[src/rtl/universal_shift_reg.sv]
// -----------------------------------------------------------------------------
// universal_shift_reg
//
// Purpose:
//   WIDTH-bit storage/shift primitive with true and complement outputs.
//   Each enabled clock edge applies one operation selected by MODE: hold,
//   shift right/left with serial input, parallel load, rotate right/left,
//   clear to RESET_VALUE, or bitwise invert. A saturating counter tracks
//   the number of shift/rotate operations since the last load, clear or
//   reset.
//
// Ports:
//   CLK      in   1      clock, all state changes on the rising edge
//   RST_n    in   1      synchronous active-low reset (priority over EN/MODE)
//   EN       in   1      clock enable, 0 holds Q, Qn and CNT
//   MODE     in   3      operation select
//   D        in   WIDTH  parallel load data
//   SIR      in   1      serial input for shift-right (enters at MSB)
//   SIL      in   1      serial input for shift-left (enters at LSB)
//   Q        out  WIDTH  register contents
//   Qn       out  WIDTH  registered complement of Q
//   CNT      out  CNT_W  saturating shift/rotate count
//   CNT_SAT  out  1      high when CNT is at its maximum value
// -----------------------------------------------------------------------------
module universal_shift_reg #(
    parameter int                 WIDTH       = 4,
    parameter logic [WIDTH-1:0]   RESET_VALUE = {WIDTH{1'b0}},
    parameter int                 CNT_W       = 4
) (
    input  logic             CLK,
    input  logic             RST_n,
    input  logic             EN,
    input  logic [2:0]       MODE,
    input  logic [WIDTH-1:0] D,
    input  logic             SIR,
    input  logic             SIL,
    output logic [WIDTH-1:0] Q,
    output logic [WIDTH-1:0] Qn,
    output logic [CNT_W-1:0] CNT,
    output logic             CNT_SAT
);

    typedef enum logic [2:0] {
        MODE_HOLD  = 3'b000,
        MODE_SHR   = 3'b001,
        MODE_SHL   = 3'b010,
        MODE_LOAD  = 3'b011,
        MODE_ROR   = 3'b100,
        MODE_ROL   = 3'b101,
        MODE_CLEAR = 3'b110,
        MODE_INV   = 3'b111
    } mode_e;

    localparam logic [CNT_W-1:0] CNT_MAX  = {CNT_W{1'b1}};
    localparam logic [CNT_W-1:0] CNT_ZERO = {CNT_W{1'b0}};
    localparam logic [CNT_W-1:0] CNT_ONE  = {{(CNT_W-1){1'b0}}, 1'b1};

    logic [WIDTH-1:0] r_q;
    logic [WIDTH-1:0] r_qn;
    logic [CNT_W-1:0] r_cnt;

    logic [WIDTH-1:0] w_q_next;
    logic [CNT_W-1:0] w_cnt_next;
    logic [CNT_W-1:0] w_cnt_inc;

    // Saturating increment used by every shift/rotate mode.
    assign w_cnt_inc = (r_cnt == CNT_MAX) ? r_cnt : (r_cnt + CNT_ONE);

    // Next-state selection for Q and CNT from EN and MODE.
    always_comb begin
        w_q_next   = r_q;
        w_cnt_next = r_cnt;
        if (EN) begin
            case (mode_e'(MODE))
                MODE_HOLD: begin
                    w_q_next   = r_q;
                    w_cnt_next = r_cnt;
                end
                MODE_SHR: begin
                    w_q_next   = {SIR, r_q[WIDTH-1:1]};
                    w_cnt_next = w_cnt_inc;
                end
                MODE_SHL: begin
                    w_q_next   = {r_q[WIDTH-2:0], SIL};
                    w_cnt_next = w_cnt_inc;
                end
                MODE_LOAD: begin
                    w_q_next   = D;
                    w_cnt_next = CNT_ZERO;
                end
                MODE_ROR: begin
                    w_q_next   = {r_q[0], r_q[WIDTH-1:1]};
                    w_cnt_next = w_cnt_inc;
                end
                MODE_ROL: begin
                    w_q_next   = {r_q[WIDTH-2:0], r_q[WIDTH-1]};
                    w_cnt_next = w_cnt_inc;
                end
                MODE_CLEAR: begin
                    w_q_next   = RESET_VALUE;
                    w_cnt_next = CNT_ZERO;
                end
                MODE_INV: begin
                    w_q_next   = ~r_q;
                    w_cnt_next = r_cnt;
                end
                default: begin
                    w_q_next   = r_q;
                    w_cnt_next = r_cnt;
                end
            endcase
        end else begin
            w_q_next   = r_q;
            w_cnt_next = r_cnt;
        end
    end

    // State registers; Qn is loaded from the same next value as Q so the
    // pair can never disagree after the first edge.
    always_ff @(posedge CLK) begin
        if (!RST_n) begin
            r_q   <= RESET_VALUE;
            r_qn  <= ~RESET_VALUE;
            r_cnt <= CNT_ZERO;
        end else begin
            r_q   <= w_q_next;
            r_qn  <= ~w_q_next;
            r_cnt <= w_cnt_next;
        end
    end

    assign Q       = r_q;
    assign Qn      = r_qn;
    assign CNT     = r_cnt;
    assign CNT_SAT = (r_cnt == CNT_MAX);

endmodule

[config.mk]
export PLATFORM = sky130hd
export DESIGN_NAME = universal_shift_reg
export DESIGN_NICKNAME = d
export VERILOG_FILES = /design/src/rtl/universal_shift_reg.sv
export SDC_FILE = /design/constraint.sdc
export NUM_CORES = 1
export LEC_CHECK = 0
export CAP_MARGIN = 20
export CORE_MARGIN = 5
export CORE_UTILIZATION = 47
export CTS_CLUSTER_SIZE = 25
export DETAILED_ROUTE_END_ITERATION = 8
export GPL_ROUTABILITY_DRIVEN = 0
export PLACE_DENSITY = 0.82
export SETUP_SLACK_MARGIN = 0.5
export SYNTH_ARGS = -nofsm -noshare
export SYNTH_HDL_FRONTEND = slang
export SYNTH_SLANG_ARGS = --single-unit
export TNS_END_PERCENT = 1
[constraint.sdc]
create_clock -name CLK -period 2.5 [get_ports CLK]
set_input_delay 0.5 -clock CLK [delete_from_list [all_inputs] [get_ports CLK]]
set_output_delay 0.5 -clock CLK [all_outputs]
set_load 0.005 [all_outputs]
# Word level (Yosys, flattened, before mapping)
# Index checks and enable logic that the tools add are counted.
# Widths: inputs -> output; s select.
[classes]
n_reduce_logical = 5
bitwise_logic = 3
n_addsub = 1
mux = 4
eq_ne = 9
[op_table]
columns = ["operator", "n"]
rows = [
  ["$pmux 4 s8", 1],
  ["$eq 3x3->1 const B", 4],
  ["$mux 4", 2],
  ["$not 4->4", 2],
  ["$pmux 4 s2", 1],
  ["$eq 3x2->1 const B", 2],
  ["$add 4x1->4 const B", 1],
  ["$eq 4x4->1 const B", 1],
  ["$reduce_or 2->1", 2],
  ["$reduce_or 4->1", 1],
  ["$eq 3x1->1 const B", 1],
  ["$logic_not 3->1", 1],
  ["$reduce_and 3->1", 1],
  ["$ne 2x2->1 const B", 1],
  ["$not 1->1", 1],
]
[word_totals]
regBits = 12
in_bits = 12
out_inout_bits = 13

# Logic depth before layout (Yosys ltp)
# Gate-level depths: netlist of run 1.
[logic_depth]
ltp_word = 4
mapped_depth = 6
mapped_depth_nobuf = 5

# Worst setup path before layout of run 1
# Ideal clock, no wire load.
[synth_timing]
kind = "in2reg"
start = "input MODE[2]"
end = "register (tool-made name)"
setup_time_ns = 0.119
path_buffers = 2
stages = 5
setup_slack_ns = 1.002
t_required_ns = 2.381
t_arrival_ns = 1.380
cell_sequence = "buf_6 or2_4 o21a_1 buf_6 o221a_1"
[synth_lines]
columns = ["element", "line_no", "rtl"]
rows = [
  ["start: declaration", "33", "input logic [2:0] MODE,"],
]

# Worst setup path after layout of run 1
[layout_timing]
start = "input MODE[2]"
end = "register r_cnt[3] (netlist: CNT[3])"
[layout_between]
elab_chain_len = 4
[layout_rtl]
columns = ["element", "line_no", "rtl"]
rows = [
  ["$eq 3x3->1 (tied with other cells)", "74", "case (mode_e'(MODE))"],
  ["$reduce_or 4->1 (no line) or $reduce_or 2->1 (tied branches)", "--", ""],
  ["$ne 2x2->1 (no line) or $not 1->1 (tied branches)", "--", ""],
  ["$reduce_and 3->1 (no line)", "--", ""],
  ["end signal: assignment", "128", "r_cnt <= w_cnt_next;"],
  ["end: declaration", "60", "logic [CNT_W-1:0] r_cnt;"],
]
# Parallel ways exist; a longest one is shown, timed or not.
# A chain may end at the register's enable or synchronous reset.

==> run summary, run 1 <==
status - complete, no violations
Net Sw Power - 0.126 mW
Cell Rows - 14
antenna violations before repair - 0
Peak VDD IR - 273 uV
post-route design area - 1050 sq um
worst slew pin tran - 0.521 ns
via count - 742
pin count of the biggest net entering global routing - 16
vias in the first global route - 650
Final nets - 128
crit path max fanout - 15
Worst-path clk slew - 0.07 ns
Ant. Diodes - 0
kind of critical path - in2reg
Total Routing Usage GR - 0.153
total die area - 2490 sq um
Final Hold Fails - 0
chip width - 49.9 um
drt via density - 5.75
leakage power total - 0.413 nW
Slowest cell on crit path - clkdlybuf4s50_1
Core ar. - 1510 sq um
CTS tree - done
cts bufs inserted - 3
power per cell area - 429 nW/um^2
CP startpoint kind - input port
Final TNS setup - 0 ns
dpl cell area - 980 sq um
most frequent cells in the layout - 23 x clkdlybuf4s50_1, 10 x dfxtp_1, 8 x nor2b_1, 7 x o21ai_0
register share of total power - 0.474
CTS root buffer - clkbuf_4
combinational power share - 0.258
Final Critical Period - 1.81 ns
register bit total from synthesis - 12
DRC viols - 0
setup slack, reg-to-reg - 1.11 ns
CTS Hold Bufs - 0
critical path required time - 2.67 ns
Final Cycle Share - 0.725
Placed Cells - 123
grt ovf - 0
leading post-synthesis cells by cell area - dfxtp_1 32%, nor2b_1 6.7%, o21ai_0 4.7%
skew final - 0.00182 ns
share of the synthesized area in the top cell type - 0.322
post-route ant nets - 0
layout cell share with drive strength beyond 1 - 0.168
Pwr Total - 0.453 mW
max cap viols - 0
maximum clock insertion buffer count - 2
Worst slew margin - 0.649
area grow syn2layout - 41.2%
routed len/inst - 13.9 um
instance count of the mapped netlist - 86
1st-iter DRT viols - 11
fmax - 0.552 GHz
Switching Share - 0.279
HPWL after detailed placement - 1310 um
Synth Area per Inst - 8.69 sq um
port bufs - 24
Clock Latency Late Sink - 0.28 ns
final WL - 1790 um
final-report setup violation count - 0
Min-Delay Path Class - reg2reg
RSZ-0062 raised after global routing - false
die height - 49.9 um
leading area contributor after synthesis - dfxtp_1
Initial Utilization - 0.496
fin cells - 129
sequential fraction of the synthesis area - 0.322
power share of the clock group - 0.267
first-pass GRT wire length - 2920 um
CP arrival - 1.99 ns
fill cell count - 129
area of the mapped netlist - 747 sq um
H-tree levels - 1
Post-Syn Nets - 99
Worst path top cell family by delay - buffers and inverters
critical path cell sequence - clkdlybuf4s50_1 > buf_4 > xnor2_1 > o21ai_0 > o21ba_2
yosys warns - 0
slowest stage delay, CP - 0.49 ns
I/O pin total - 25
CP Capture Type - register
DRT Pass-1 Iters - 4
Unique masters post-synth - 38
worst path buffer plus inverter count - 2
Final Slew Violations - 0
internal power - 0.326 mW
commonest non-fill, non-tap cell in the layout - clkdlybuf4s50_1
CTS Sinks - 12
[cells in the mapped netlist (all sizes together)]
cell type,count
and3b,1
nand3b,1
nand3,3
a2bb2oi,1
o21ba,1
a31oi,2
inv,3
o2111ai,3
o211ai,5
nor2,4
o31ai,1
o21ai,7
a31o,1
nand2,5
ha,1
or2,1
buf,6
xor2,1
a32oi,1
o221a,1
xnor2,1
nor2b,8
o31a,1
a21oi,7
nor4,1
or3b,1
o221ai,1
o211a,2
dfxtp,12
or3,2
o21a,1
[what timing repair did]
| action | in CTS | in global routing |
|---|---|---|
| buffers inserted | 2 | 1 |
| pin swaps | 0 | 1 |
| resized for setup | 5 | 2 |
| setup endpoints to repair | 1 | 1 |
[cell type report]
cell class	count	area, sq um	share of cell area
clock buffers	3	22.5	0.0214
inverters	3	11.3	0.0107
multi-input cells	65	470	0.446
flip-flops and latches	12	243	0.230
well taps	16	20.0	0.0190
repair buffers	30	288	0.273
[tightest hold or removal path, stage by stage (launching register included)]
cell and delay, ns:
dfxtp_1 0.37, o21ai_0 0.10, a21oi_1 0.06
[metal layers]
metal  routed length [um]  track usage  vias to the layer above
li1                     -            -                      382
met1                  848        0.190                      339
met2                  812        0.233                       16
met3                   76       0.0301                        5
met4                   55        0.105                        0
met5                    0            0                        -
[cell families after synthesis]
| logic type | after synthesis | synth area share |
|---|---|---|
| simple gates | 27 | 0.206 |
| xor+xnor | 2 | 0.0235 |
| flops | 12 | 0.322 |
| buf+inv | 9 | 0.0821 |
| fa+ha+maj | 1 | 0.0167 |
| compound gates | 35 | 0.350 |
[power by group through the flow]
stage	logic (mW)	clock network, mW	registers, mW
global route	0.129	0.131	0.217
floorplan	0.0617	0	0.218
CTS	0.117	0.124	0.214
detailed placement	0.111	0	0.219
global placement	0.109	0	0.219
finish	0.117	0.121	0.215
[worst paths after layout]
path,from,end,depth (start not counted)
worst min register to register,CNT[2],CNT[2],2
worst max register to register,CNT[1],CNT[3],5
worst min-delay path,CNT[2],CNT[2],2
worst max-delay path,MODE[2],CNT[3],5
[through the flow]
stage,util,hold WS [ns],worst slack (ns)
floorplan,-,0.499,1.00
global placement,0.650,0.506,0.479
detailed placement,0.650,0.518,0.432
CTS,0.687,0.572,0.504
global route,0.700,0.611,0.635
finish,0.700,0.577,0.688
(Power assumes the default switching activity.)
==> run 2: changes to the inputs <==
--- a/config.mk
+++ b/config.mk
@@ -7,11 +7,11 @@
 export LEC_CHECK = 0
 export CAP_MARGIN = 20
 export CORE_MARGIN = 5
-export CORE_UTILIZATION = 47
+export CORE_UTILIZATION = 44
 export CTS_CLUSTER_SIZE = 25
 export DETAILED_ROUTE_END_ITERATION = 8
 export GPL_ROUTABILITY_DRIVEN = 0
-export PLACE_DENSITY = 0.82
+export PLACE_DENSITY = 0.77
 export SETUP_SLACK_MARGIN = 0.5
 export SYNTH_ARGS = -nofsm -noshare
 export SYNTH_HDL_FRONTEND = slang
==> constraint.sdc (replaced) <==
create_clock -name CLK -period 1.76 [get_ports CLK]
set_input_delay 0.352 -clock CLK [delete_from_list [all_inputs] [get_ports CLK]]
set_output_delay 0.352 -clock CLK [all_outputs]
set_load 0.005 [all_outputs]
==> run summary, run 2 (same netlist as run 1, synthesis figures left out) <==
status - complete, no violations
maximum clock insertion buffer count - 2
drt via density - 5.94
CTS Hold Bufs - 0
Clock Latency Late Sink - 0.27 ns
critical path required time - 1.41 ns
Worst slew margin - 0.758
dpl cell area - 1040 sq um
Min Hold Slack - 0.628 ns
Final Slew Violations - 0
total die area - 2620 sq um
cts bufs inserted - 3
post-route design area - 1270 sq um
Placed Cells - 130
critical path cell sequence - clkdlybuf4s50_1
Final TNS setup - 0 ns
CP arrival - 1.12 ns
Initial Utilization - 0.479
leakage power total - 0.538 nW
HPWL after detailed placement - 1400 um
Final nets - 141
final-report setup violation count - 0
port bufs - 24
layout cell share with drive strength beyond 1 - 0.378
DRC viols - 0
most frequent cells in the layout - 16 x clkdlybuf4s50_1, 16 x buf_4, 8 x dfxtp_4, 7 x nor2b_1
I/O pin total - 25
Final Cycle Share - 0.839
1st-iter DRT viols - 27
pin count of the biggest net entering global routing - 11
fin util - 0.815
Min-Delay Path Class - in2reg
Ant. Diodes - 0
routed len/inst - 16.4 um
worst slew pin tran - 0.363 ns
RSZ-0062 raised after global routing - true
final WL - 2350 um
chip width - 51.2 um
via count - 850
Worst-path clk slew - 0.08 ns
max cap viols - 0
worst path buffer plus inverter count - 1
CP Capture Type - primary output
die height - 51.2 um
CTS tree - done
grt ovf - 0
Peak VDD IR - 360 uV
Total Routing Usage GR - 0.167
CP startpoint kind - register
DRT Pass-1 Iters - 4
area grow syn2layout - 70.2%
post-route ant nets - 0
Cell Rows - 14
Final Hold Fails - 0
H-tree levels - 1
Core ar. - 1560 sq um
fin cells - 143
vias in the first global route - 737
Slowest cell on crit path - clkdlybuf4s50_1
CTS Sinks - 12
first-pass GRT wire length - 3350 um
power per cell area - 576 nW/um^2
fmax - 0.677 GHz
kind of critical path - reg2out
slowest stage delay, CP - 0.50 ns
antenna violations before repair - 0
CTS root buffer - clkbuf_4
Final Critical Period - 1.48 ns
skew final - 0.000481 ns
crit path max fanout - 2
Worst path top cell family by delay - buffers and inverters
-- run 2: cell types whose count changed in the layout (fill, tap and decap cells not counted), sizes merged --
| cell | delta |
|---|---|
| dlymetal6s2s | +3 |
| dlygate4sd2 | +3 |
| clkdlybuf4s50 | -7 |
| clkbuf | +2 |
| buf | +13 |
-- run 2: repair_timing --
action | CTS | global route
pin swaps | 2 | 6
setup endpoints to repair | 25 | 25
setup buffers | 6 | 3
resized for setup | 29 | 18
-- run 2: where the power goes --
group | internal, mW | leakage (nW) | total, mW | switching, mW
sequential | 0.283 | 0.104 | 0.294 | 0.0107
clock | 0.126 | 0.0210 | 0.221 | 0.0953
combinational | 0.117 | 0.413 | 0.217 | 0.0998
total | 0.526 | 0.538 | 0.732 | 0.206
-- run 2: final cells by class --
class,count,area (sq um)
inverter,3,11.3
clock buffer,4,36.3
multi-input combinational,65,538
timing repair buffer,43,395
fill,98,288
tap,16,20.0
sequential,12,270
-- run 2: metrics by stage --
stage / worst slack [ns] / total power [mW]
floorplan: 0.410 / 0.397
finish: 0.283 / 0.732
global route: 0.231 / 0.773
global placement: -0.0729 / 0.478
CTS: 0.259 / 0.714
detailed placement: -0.0792 / 0.483
-- run 2: routing by layer --
layer,GRT usage,wire (um),vias up
li1,-,-,408
met1,0.235,1010,398
met2,0.253,1110,36
met3,0.0174,158,8
met4,0.0807,78,0
met5,0,0,-
-- run 2: path summary, 6_finish.rpt --
| path | start | to | slack (ns) | depth (start not counted) |
|---|---|---|---|---|
| setup reg to reg | CNT[0] | CNT[2] | 0.29 | 6 |
| setup / recovery | register | Q[3] | 0.28 | 1 |
| hold / removal | EN | CNT[2] | 0.63 | 4 |
| hold reg to reg | CNT[3] | CNT[3] | 0.63 | 2 |
-- run 2: tightest hold or removal path, stage by stage --
cell and delay (ns):
dlymetal6s2s_1 0.23, o2111ai_4 0.12, or3_1 0.12, a21oi_2 0.05
